**config.mk**
```make
export PLATFORM = sky130hd
export DESIGN_NAME = tm1640_frame_ctrl
export DESIGN_NICKNAME = d
export VERILOG_FILES = /design/src/rtl/tm1640_pkg.sv /design/src/rtl/seg7_hex_enc.sv /design/src/rtl/tm1640_frame_ctrl.sv
export SDC_FILE = /design/constraint.sdc
export NUM_CORES = 1
export LEC_CHECK = 0
export ABC_AREA = 1
export CAP_MARGIN = 20
export CORE_ASPECT_RATIO = 0.75
export CORE_MARGIN = 2
export CORE_UTILIZATION = 32
export CTS_CLUSTER_DIAMETER = 150
export DETAILED_ROUTE_END_ITERATION = 7
export PLACE_DENSITY_LB_ADDON = 0.3
export SKIP_LAST_GASP = 1
export SLEW_MARGIN = 5
export SYNTH_ARGS = -nofsm -noshare
export SYNTH_HDL_FRONTEND = slang
export SYNTH_SLANG_ARGS = --single-unit
```
**constraint.sdc**
```tcl
create_clock -name clk -period 4.4 [get_ports clk]
set_input_delay 1.32 -clock clk [delete_from_list [all_inputs] [get_ports clk]]
set_output_delay 1.32 -clock clk [all_outputs]
set_load 0.005 [all_outputs]
```
**src/rtl/tm1640_pkg.sv**
```systemverilog
// Shared constants, FSM encoding and sizing helper for the TM1640 frame sequencer.
package tm1640_pkg;

  // Fixed TM1640 command bytes
  localparam logic [7:0] TM_CMD_DATA_AUTOINC = 8'h40;
  localparam logic [7:0] TM_CMD_ADDR0        = 8'hC0;
  localparam logic [3:0] TM_CMD_CTRL         = 4'b1000;

  // Positions of the fixed bytes within a frame; data bytes follow IDX_DATA0
  localparam int IDX_CMD1  = 0;
  localparam int IDX_ADDR  = 1;
  localparam int IDX_DATA0 = 2;

  typedef enum logic [1:0] {
    ST_IDLE    = 2'd0,
    ST_LOAD    = 2'd1,
    ST_WAIT_HI = 2'd2,
    ST_WAIT_LO = 2'd3
  } frame_state_e;

  // Bits needed to hold values 0..n-1 (at least 1)
  function automatic int clog2(input int n);
    int w;
    w = 0;
    while ((1 << w) < n) w = w + 1;
    return (w < 1) ? 1 : w;
  endfunction

endpackage

```
**src/rtl/seg7_hex_enc.sv**
```systemverilog
// Combinational hex digit to 7-segment (gfedcba, active-high) encoder.
module seg7_hex_enc (
  input  logic [3:0] i_hex,
  output logic [6:0] o_seg
);

  // Standard hex glyph table, lower-case b and d to keep them distinct from 8 and 0
  always_comb begin
    case (i_hex)
      4'h0:    o_seg = 7'h3F;
      4'h1:    o_seg = 7'h06;
      4'h2:    o_seg = 7'h5B;
      4'h3:    o_seg = 7'h4F;
      4'h4:    o_seg = 7'h66;
      4'h5:    o_seg = 7'h6D;
      4'h6:    o_seg = 7'h7D;
      4'h7:    o_seg = 7'h07;
      4'h8:    o_seg = 7'h7F;
      4'h9:    o_seg = 7'h6F;
      4'hA:    o_seg = 7'h77;
      4'hB:    o_seg = 7'h7C;
      4'hC:    o_seg = 7'h39;
      4'hD:    o_seg = 7'h5E;
      4'hE:    o_seg = 7'h79;
      default: o_seg = 7'h71;
    endcase
  end

endmodule

```
**src/rtl/tm1640_frame_ctrl.sv**
```systemverilog
// Frame sequencer feeding the tm1640 byte driver: snapshots the display
// inputs and streams CMD1, ADDR, N segment bytes and CTRL, either on request
// or from a periodic refresh timer.
module tm1640_frame_ctrl
  import tm1640_pkg::*;
#(
  parameter int          NUM_DIGITS     = 9,
  parameter logic [23:0] REFRESH_CYCLES = 24'd12_000_000,
  parameter int          BUSY_TIMEOUT   = 1023
) (
  input  logic                    clk,
  input  logic                    rst,
  input  logic [4*NUM_DIGITS-1:0] digits,
  input  logic [NUM_DIGITS-1:0]   dp_mask,
  input  logic [NUM_DIGITS-1:0]   blank_mask,
  input  logic [2:0]              brightness,
  input  logic                    disp_en,
  input  logic                    upd_req,
  output logic                    upd_ack,
  output logic                    frame_busy,
  output logic                    frame_done,
  output logic                    frame_err,
  output logic                    tm_latch,
  output logic [7:0]              tm_byte,
  output logic                    tm_end,
  input  logic                    tm_busy
);

  localparam int NUM_BYTES = NUM_DIGITS + 3;
  localparam int IDX_W     = clog2(NUM_BYTES);
  localparam int TO_W      = clog2(BUSY_TIMEOUT + 1);

  localparam logic [IDX_W-1:0] L_IDX_CMD1  = IDX_W'(IDX_CMD1);
  localparam logic [IDX_W-1:0] L_IDX_ADDR  = IDX_W'(IDX_ADDR);
  localparam logic [IDX_W-1:0] L_IDX_DATA0 = IDX_W'(IDX_DATA0);
  localparam logic [IDX_W-1:0] L_IDX_LAST  = IDX_W'(NUM_BYTES - 1);
  localparam logic [IDX_W-1:0] L_IDX_LASTD = IDX_W'(NUM_BYTES - 2);
  localparam logic [TO_W-1:0]  L_TIMEOUT   = TO_W'(BUSY_TIMEOUT);

  frame_state_e r_state;
  frame_state_e w_next;

  logic [IDX_W-1:0]        r_idx;
  logic [TO_W-1:0]         r_to_cnt;
  logic [23:0]             r_ref_cnt;
  logic                    r_pend;
  logic                    r_pend_req;
  logic                    r_ack;
  logic                    r_done;
  logic                    r_err;

  logic [4*NUM_DIGITS-1:0] r_dig;
  logic [NUM_DIGITS-1:0]   r_dp;
  logic [NUM_DIGITS-1:0]   r_blank;
  logic [2:0]              r_bright;
  logic                    r_disp;

  logic                    w_idle;
  logic                    w_tick;
  logic                    w_start;
  logic                    w_req_start;
  logic                    w_last;
  logic                    w_byte_done;
  logic                    w_to_hit;
  logic [IDX_W-1:0]        w_didx;
  logic [3:0]              w_nib;
  logic                    w_dp;
  logic                    w_blank;
  logic [6:0]              w_seg;
  logic [7:0]              w_byte;
  logic                    w_end;

  assign w_idle      = (r_state == ST_IDLE);
  assign w_tick      = (REFRESH_CYCLES != 24'd0) && (r_ref_cnt == REFRESH_CYCLES - 24'd1);
  // A request, a refresh tick and a pending frame all collapse into one start
  assign w_start     = w_idle && (upd_req || w_tick || r_pend);
  assign w_req_start = w_idle && (upd_req || r_pend_req);
  assign w_last      = (r_idx == L_IDX_LAST);
  assign w_byte_done = (r_state == ST_WAIT_LO) && !tm_busy;
  assign w_to_hit    = (r_state == ST_WAIT_HI) && !tm_busy && (r_to_cnt == L_TIMEOUT);

  assign upd_ack    = r_ack;
  assign frame_done = r_done;
  assign frame_err  = r_err;

  // FSM state register
  always_ff @(posedge clk or negedge rst) begin
    if (!rst) r_state <= ST_IDLE;
    else      r_state <= w_next;
  end

  // FSM next-state logic
  always_comb begin
    w_next = r_state;
    case (r_state)
      ST_IDLE:    if (w_start) w_next = ST_LOAD;
      ST_LOAD:    w_next = ST_WAIT_HI;
      ST_WAIT_HI: begin
        if (tm_busy)       w_next = ST_WAIT_LO;
        else if (w_to_hit) w_next = ST_IDLE;
      end
      ST_WAIT_LO: if (!tm_busy) w_next = w_last ? ST_IDLE : ST_LOAD;
      default:    w_next = ST_IDLE;
    endcase
  end

  // FSM outputs: byte and latch are presented only while handing a byte over
  always_comb begin
    tm_latch   = 1'b0;
    tm_byte    = 8'h00;
    tm_end     = 1'b0;
    frame_busy = !w_idle;
    if ((r_state == ST_LOAD) || (r_state == ST_WAIT_HI)) begin
      tm_latch = 1'b1;
      tm_byte  = w_byte;
      tm_end   = w_end;
    end
  end

  // Byte index and busy-rise timeout counter
  always_ff @(posedge clk or negedge rst) begin
    if (!rst) begin
      r_idx    <= '0;
      r_to_cnt <= '0;
    end else begin
      if (w_start)                 r_idx <= '0;
      else if (w_byte_done && !w_last) r_idx <= r_idx + 1'b1;

      if (r_state == ST_LOAD)      r_to_cnt <= '0;
      else if ((r_state == ST_WAIT_HI) && !tm_busy && !w_to_hit)
        r_to_cnt <= r_to_cnt + 1'b1;
    end
  end

  // Refresh timer; a request-started frame restarts the period
  always_ff @(posedge clk or negedge rst) begin
    if (!rst)                           r_ref_cnt <= 24'd0;
    else if (w_req_start || w_tick)     r_ref_cnt <= 24'd0;
    else if (REFRESH_CYCLES != 24'd0)   r_ref_cnt <= r_ref_cnt + 24'd1;
  end

  // Pending frame flag, remembering whether any collapsed arrival was a request
  always_ff @(posedge clk or negedge rst) begin
    if (!rst) begin
      r_pend     <= 1'b0;
      r_pend_req <= 1'b0;
    end else if (w_start) begin
      r_pend     <= 1'b0;
      r_pend_req <= 1'b0;
    end else if (!w_idle) begin
      if (upd_req || w_tick) r_pend     <= 1'b1;
      if (upd_req)           r_pend_req <= 1'b1;
    end
  end

  // Status pulses and the sticky timeout error
  always_ff @(posedge clk or negedge rst) begin
    if (!rst) begin
      r_ack  <= 1'b0;
      r_done <= 1'b0;
      r_err  <= 1'b0;
    end else begin
      r_ack  <= w_req_start;
      r_done <= (w_byte_done && w_last) || w_to_hit;
      if (w_start)       r_err <= 1'b0;
      else if (w_to_hit) r_err <= 1'b1;
    end
  end

  // Input snapshot at frame start; only read while a frame is in flight
  always_ff @(posedge clk) begin
    if (w_start) begin
      r_dig    <= digits;
      r_dp     <= dp_mask;
      r_blank  <= blank_mask;
      r_bright <= brightness;
      r_disp   <= disp_en;
    end
  end

  // Select the snapshot digit addressed by the current data byte
  always_comb begin
    w_didx  = r_idx - L_IDX_DATA0;
    w_nib   = 4'h0;
    w_dp    = 1'b0;
    w_blank = 1'b0;
    for (int k = 0; k < NUM_DIGITS; k++) begin
      if (w_didx == IDX_W'(k)) begin
        w_nib   = r_dig[4*k +: 4];
        w_dp    = r_dp[k];
        w_blank = r_blank[k];
      end
    end
  end

  seg7_hex_enc u_seg7 (
    .i_hex (w_nib),
    .o_seg (w_seg)
  );

  // Frame byte and stop-bit request for the current index
  always_comb begin
    w_byte = w_blank ? 8'h00 : {w_dp, w_seg};
    w_end  = (r_idx == L_IDX_LASTD);
    if (r_idx == L_IDX_CMD1) begin
      w_byte = TM_CMD_DATA_AUTOINC;
      w_end  = 1'b1;
    end else if (r_idx == L_IDX_ADDR) begin
      w_byte = TM_CMD_ADDR0;
      w_end  = 1'b0;
    end else if (r_idx == L_IDX_LAST) begin
      w_byte = {TM_CMD_CTRL, r_disp, r_bright};
      w_end  = 1'b1;
    end
  end

endmodule

```
== Word-level counts from Yosys, hierarchy flattened ==
Memory sizes are Yosys's and may differ from the RTL's.
Cells that the tools add are included.
Storage, ports and cells
  flip-flop bits (word level): 103
  bits in read-only memories: 112
  input port bits: 62
  output and inout port bits: 14
  memories kept: 1
Memories
  (no name shown): words 16, bits a word 7, rd ports 1, clocked after Yosys merged registers in 0, write ports 0, line seg7_hex_enc.sv:9  | case (i_hex)
Operators by class
  add/sub/neg operators: 4
  equal/unequal tests: 19
  muxes and demuxes: 56
  reduce and logical (&&, ||, !) cells: 29
Operators by type and width (number)
  4-bit 2-to-1 mux: 11
  8-bit 2-to-1 mux: 5
  1-bit 2-to-1 mux: 32
  24-bit by 1-bit adder with 24-bit output, second input constant: 1
  24-bit equality test, second input constant: 1
  24-bit 2-to-1 mux: 1
  10-bit 2-to-1 mux: 2
  4-bit by 3-bit equality test with 1-bit output, second input constant: 4
  4-bit equality test, second input constant: 3
  10-bit by 1-bit adder with 10-bit output, second input constant: 1
  10-bit equality test, second input constant: 1
  2-bit nonzero test: 5
  4-bit by 1-bit equality test with 1-bit output, second input constant: 2
  4-bit by 2-bit equality test with 1-bit output, second input constant: 2
  1-bit logical AND: 8
  4-bit zero test: 2
  2-bit 2-to-1 mux: 4
  2-bit case mux with 4 select lines: 1
  1-bit logical OR: 6
  4-bit by 1-bit adder with 4-bit output, second input constant: 1
  2-bit equality test, second input constant: 2
  1-bit zero test: 4
  2-bit AND reduction: 2
  4-bit by 2-bit subtractor with 4-bit output, second input constant: 1
  6 further kinds: 6

== Longest topological paths before layout ==
An unclocked memory read counts as a cell.
  depth in word-level cells: 17
  gate-level depth with buffers: 25
  depth with buffers taken out: 24

== Cells and area by module ==
From an unflattened synthesis, not the netlist that was laid out.
Unflattened totals
  cells, all modules: 592
  area, all modules: 5271.3 sq um
Modules (own cells, without submodules)
  tm1640_frame_ctrl: instances 1, cells each 540, area an instance 5001.0 sq um
  seg7_hex_enc: instances 1, cells each 52, area an instance 270.3 sq um

== Worst setup path before layout ==
OpenSTA, ideal clock, no wires.
  path kind: input to register
  start point: in upd_req
  end point: reg r_blank[0], enable pin
  arrival: 4081 ps
  data required time: 3916 ps
  path slack: -165 ps
  stages: 4
  path buffers: 0
  cell sequence: nor2_1 -> nand2_1 -> inv_1 -> nor2_1
On the way
  cells in the longest elaborated chain, start to end: 3
Ends and longest elaborated chain
  start, declared: line tm1640_frame_ctrl.sv:18  | input logic upd_req,
  1-bit logical OR (2 in a row): line tm1640_frame_ctrl.sv:76  | assign w_start = w_idle && (upd_req || w_tick || r_pend);
  1-bit logical AND: line tm1640_frame_ctrl.sv:76
  net w_start: line tm1640_frame_ctrl.sv:60  | logic w_start;
  end signal, assigned: line tm1640_frame_ctrl.sv:175  | r_blank <= blank_mask;
  end, declared: line tm1640_frame_ctrl.sv:54  | logic [NUM_DIGITS-1:0] r_blank;
The timed path passes the listed nets, and every way through them passes these cells.
A chain may end at the register's enable or synchronous reset.

== Worst setup path after layout ==
  start point: reg r_idx[1]
  end point: out tm_byte[1]
On the way
  cells in the longest elaborated chain, start to end: 17
  elaborated cells on any way between the ends: 37
  classes of those cells: add/sub: 1; eq/ne: 10; mux: 23; reduce/logical: 2; memory: 1
Ends and longest elaborated chain
  start, declared: line tm1640_frame_ctrl.sv:43  | logic [IDX_W-1:0] r_idx;
  start signal, assigned: line tm1640_frame_ctrl.sv:127  | else if (w_byte_done && !w_last) r_idx <= r_idx + 1'b1;
  4-bit by 2-bit subtractor with 4-bit output: line tm1640_frame_ctrl.sv:183  | w_didx = r_idx - L_IDX_DATA0;
  4-bit zero test: line tm1640_frame_ctrl.sv:188  | if (w_didx == IDX_W'(k)) begin
  4-bit 2-to-1 mux (9 in a row): line tm1640_frame_ctrl.sv:188
  memory 16 x 7 bit
  8-bit 2-to-1 mux: line tm1640_frame_ctrl.sv:203  | w_byte = w_blank ? 8'h00 : {w_dp, w_seg};
  8-bit 2-to-1 mux: line tm1640_frame_ctrl.sv:211  | end else if (r_idx == L_IDX_LAST) begin
  8-bit 2-to-1 mux: line tm1640_frame_ctrl.sv:208  | end else if (r_idx == L_IDX_ADDR) begin
  8-bit 2-to-1 mux (*): line tm1640_frame_ctrl.sv:205  | if (r_idx == L_IDX_CMD1) begin
  8-bit 2-to-1 mux (*): line tm1640_frame_ctrl.sv:113  | if ((r_state == ST_LOAD) || (r_state == ST_WAIT_HI)) begin
  end, declared: line tm1640_frame_ctrl.sv:24  | output logic [7:0] tm_byte,
Every way passes the cells marked *; elsewhere a longest branch is shown, timed or not.

==> flow_summary.toml <==
[timing]
rsz_0062_raised_after_global_routing = "true"
timing.final.crit_share = 0.980
final.min_clock_period_ns = 4.31
setup_slack_ns = 0.0869
setup_violations = 0
maxClockFrequency_ghz = 0.232
tns_ns = 0
finalHoldViolCount = 0
clock-skew-final_ns = 0.00984
hold_ws_ns = 0.455
max-slew-margin-rel = 0.656
maxSlewViolCount = 0
slew_of_the_pin_with_the_lowest_slew_margin_ns = 0.514

[clock_network]
clock_sinks = 103
cts.clk_slew.worst_paths_ns = 0.07
clock_tree.root_cell = "sky130_fd_sc_hd__clkbuf_16"
cts_made_buffers = 9
tritoncts = "yes"
cts_max_level = 3
hold_buffer_count_at_cts = 0
deepest_clock_path_buffer_count = 2
clk-insertion-delay-late_ns = 0.36

[detailed_routing]
detail_route.iter0.violations = 239
drt_pre_antenna_iters = 4
detailroute.via_count = 4400
routedWlPerCell_um = 13.8
route.antenna.remaining_nets = 0
finalWirelength_mm = 12.9
vias_per_cell = 4.71
drc = 0

[synth]
synth_async_sr_flop_share = 0.437
synthTopCellsByArea = "sky130_fd_sc_hd__edfxtp_1 (33%), sky130_fd_sc_hd__dfrtp_1 (21%), sky130_fd_sc_hd__nand2_1 (8.7%)"
synth_top_flop_cell = "sky130_fd_sc_hd__edfxtp_1"
postSynthAreaPerCell_um2 = 9.01
synth-edff-count = 58
synth-seq-cells = 103
synth.yosys.seq_area_share = 0.535
synth_nets = 676
netlist.area_leader.share = 0.325
ys_types = 43
syn-instance-count = 595
netlist.top_cell.by_area = "sky130_fd_sc_hd__edfxtp_1"
syn_area_um2 = 5360
ys_warn_count = 0

[worst_setup_path]
critPathBufInv = 6
critical_path.slowest_cell = "sky130_fd_sc_hd__dfrtp_1"
worst_ep_required_time_ns = 3.08
worstReg2RegStart = "r_ref_cnt[0]"
path_cells = "inv_2, buf_4, buf_4, ha_1, nand3_4, or2_1, nand2_1, nand3_2, nand2_2, nand2_2, nand2_2, nand2_4, inv_4, ha_4, inv_2, a21oi_1, a21oi_1, nand2_1, a21oi_2, clkbuf_2"
cp-startpoint = "r_idx[1]"
worstPathArrival_ns = 2.99
critPathMaxStageDelay_ns = 0.39
path_class = "flop to primary output"
sort_of_element_at_the_start_of_the_critical_path = "flop"
crit_family = "simple AND/OR/NAND/NOR gates"
setup.worst_path.end_class = "primary output"
cp_max_fo = 8
crit_top_cell = "sky130_fd_sc_hd__nand2_2"

[global_routing]
pin_count_of_the_biggest_net_entering_global_routing = 46
first_pass_grt_wire_length_mm = 20.6
overflow = 0
via_count_of_the_first_global_routing_pass = 4308
antenna_found_initial = 0
globalRouteTotalUtil = 0.145

[power_and_ir_drop]
static-leakage-power_nw = 3.11
pwr_density_cell_nw_per_um2 = 560
report.power.total_mw = 4.13
power.ir.vdd_worst_mv = 0.249

[placed_design]
port-buffer-count = 75
place_hpwl_mm = 9.21
placedInstanceArea_um2 = 6490
finalWeightedCongestion = 0.841
placement.setup.worst_slack_ns = -0.0332

[floorplan]
die-width_um = 153
starting_density_of_the_core = 0.330
num_rows = 40
core-area_um2 = 16200
chipHeight_um = 116
io_pins = 76
dieArea_um2 = 17800

[final_layout]
fin_nets = 801
synthToLayoutAreaGrowth_pct = 37.4
final_area_um2 = 7360
antenna_cells_inserted = 0
fillerInstances = 1554
post_route_cells_drive_above_1_share = 0.229

[run_status]
status = "finished, final reports clean"

[flow_run]
drv_cap = 0

[min_path]
hold_path.class = "flop to flop"
hold_path_startpoint = "r_ref_cnt[0]"
worst reg2reg max path, stage by stage, from the launching register on:
cell and delay (ns):
sky130_fd_sc_hd__dfrtp_1 0.37, sky130_fd_sc_hd__ha_1 0.17, sky130_fd_sc_hd__nand2_1 0.08, sky130_fd_sc_hd__nor2_2 0.12, sky130_fd_sc_hd__nand2_1 0.07, sky130_fd_sc_hd__nor2_2 0.14
sky130_fd_sc_hd__nand2_2 0.09, sky130_fd_sc_hd__nor2_2 0.17, sky130_fd_sc_hd__nand4_1 0.18, sky130_fd_sc_hd__nand2_1 0.10, sky130_fd_sc_hd__inv_1 0.08, sky130_fd_sc_hd__nor2_4 0.24
sky130_fd_sc_hd__buf_4 0.42
report_power, final:
| group | switching, mW | internal [mW] |
|---|---|---|
| clock network | 0.364 | 0.616 |
| logic | 1.02 | 0.739 |
| registers | 0.0861 | 1.30 |
final timing paths:
path / to / slack [ns] / cells after the start
min: r_ref_cnt[0] / 0.46 / 1
max: tm_byte[1] / 0.09 / 20
max in group asynchronous: r_state[0] / 3.11 / 2
min in group asynchronous: r_ref_cnt[11] / 0.82 / 1
max reg2reg: r_blank[4] / 1.82 / 12
min reg2reg: r_ref_cnt[0] / 0.46 / 1
synthesized netlist by cell type (3+ instances only):
cell	count
sky130_fd_sc_hd__o21ai_1	5
sky130_fd_sc_hd__a21oi_1	26
sky130_fd_sc_hd__nand3_4	3
sky130_fd_sc_hd__edfxtp_1	58
sky130_fd_sc_hd__ha_1	19
sky130_fd_sc_hd__dfrtp_1	45
sky130_fd_sc_hd__nand4_1	15
sky130_fd_sc_hd__nor2_1	50
sky130_fd_sc_hd__or2_2	4
sky130_fd_sc_hd__and3_1	3
sky130_fd_sc_hd__nand2_2	9
sky130_fd_sc_hd__a211oi_1	3
sky130_fd_sc_hd__buf_2	3
sky130_fd_sc_hd__nand2_1	124
sky130_fd_sc_hd__inv_1	94
sky130_fd_sc_hd__nor3_1	17
sky130_fd_sc_hd__nor2_2	8
sky130_fd_sc_hd__a31oi_1	5
sky130_fd_sc_hd__xor2_1	3
sky130_fd_sc_hd__nand3_1	40
sky130_fd_sc_hd__nor4_1	4
sky130_fd_sc_hd__o21ai_0	29
per-stage QoR:
stage	cells	utilization
after floorplan	595	-
after global placement	893	0.400
after detailed placement	893	0.400
after CTS	917	0.429
after global routing	935	0.454
final	935	0.454
flip-flops by register name, indices dropped and copies added, names as in the netlist, 2 cells and up:
name,count
r_ref_cnt,24
r_idx,4
r_dig,36
r_to_cnt,10
r_dp,9
r_state,2
r_bright,3
r_blank,9
kinds of logic (layout without fill, tap and decap cells):
logic type,after synthesis,after routing,share of synthesized area
flip-flops,103,103,0.535
buffers and inverters,104,234,0.0796
adder cells (fa/ha/maj),19,19,0.0444
AND/OR/NAND/NOR,289,289,0.256
AO/OA/AOI/OAI,76,76,0.0787
XOR/XNOR,4,4,0.00654
area by class of cell:
type / instances / area [µm²] / area share
Sequential cell: 103 / 2870 / 0.390
Multi-Input combinational cell: 388 / 2360 / 0.320
Timing Repair Buffer: 120 / 1130 / 0.153
Inverter: 98 / 380 / 0.0517
Tap cell: 210 / 263 / 0.0357
Clock buffer: 9 / 225 / 0.0306
Clock inverter: 7 / 143 / 0.0194
layer usage:
metal,GRT usage,vias to the layer above,routed length (µm)
li1,-,2215,-
met4,0.0465,0,181
met3,0.0337,11,589
met2,0.224,90,5940
met1,0.204,2084,6160
met5,0,-,0
placed cells by master, fill, tap and decap left out, types with 7 or more instances in the layout:
master	count
sky130_fd_sc_hd__nand3_1	26
sky130_fd_sc_hd__o21ai_0	28
sky130_fd_sc_hd__buf_4	36
sky130_fd_sc_hd__nand2_2	24
sky130_fd_sc_hd__dfrtp_1	45
sky130_fd_sc_hd__clkbuf_16	9
sky130_fd_sc_hd__nand4_1	15
sky130_fd_sc_hd__nor2_1	49
sky130_fd_sc_hd__clkdlybuf4s50_1	66
sky130_fd_sc_hd__edfxtp_1	58
sky130_fd_sc_hd__a21oi_1	23
sky130_fd_sc_hd__nand3_2	15
sky130_fd_sc_hd__ha_1	11
sky130_fd_sc_hd__inv_1	82
sky130_fd_sc_hd__nand2_4	7
sky130_fd_sc_hd__inv_2	12
sky130_fd_sc_hd__nand2_1	103
sky130_fd_sc_hd__nor3_1	17
repair_timing:
action,CTS,global route
setup endpoints to repair,8,8
pin swaps,4,40
setup buffers,8,19
gates resized for setup,21,86
Note: power is estimated with default switching activity, not from simulation.
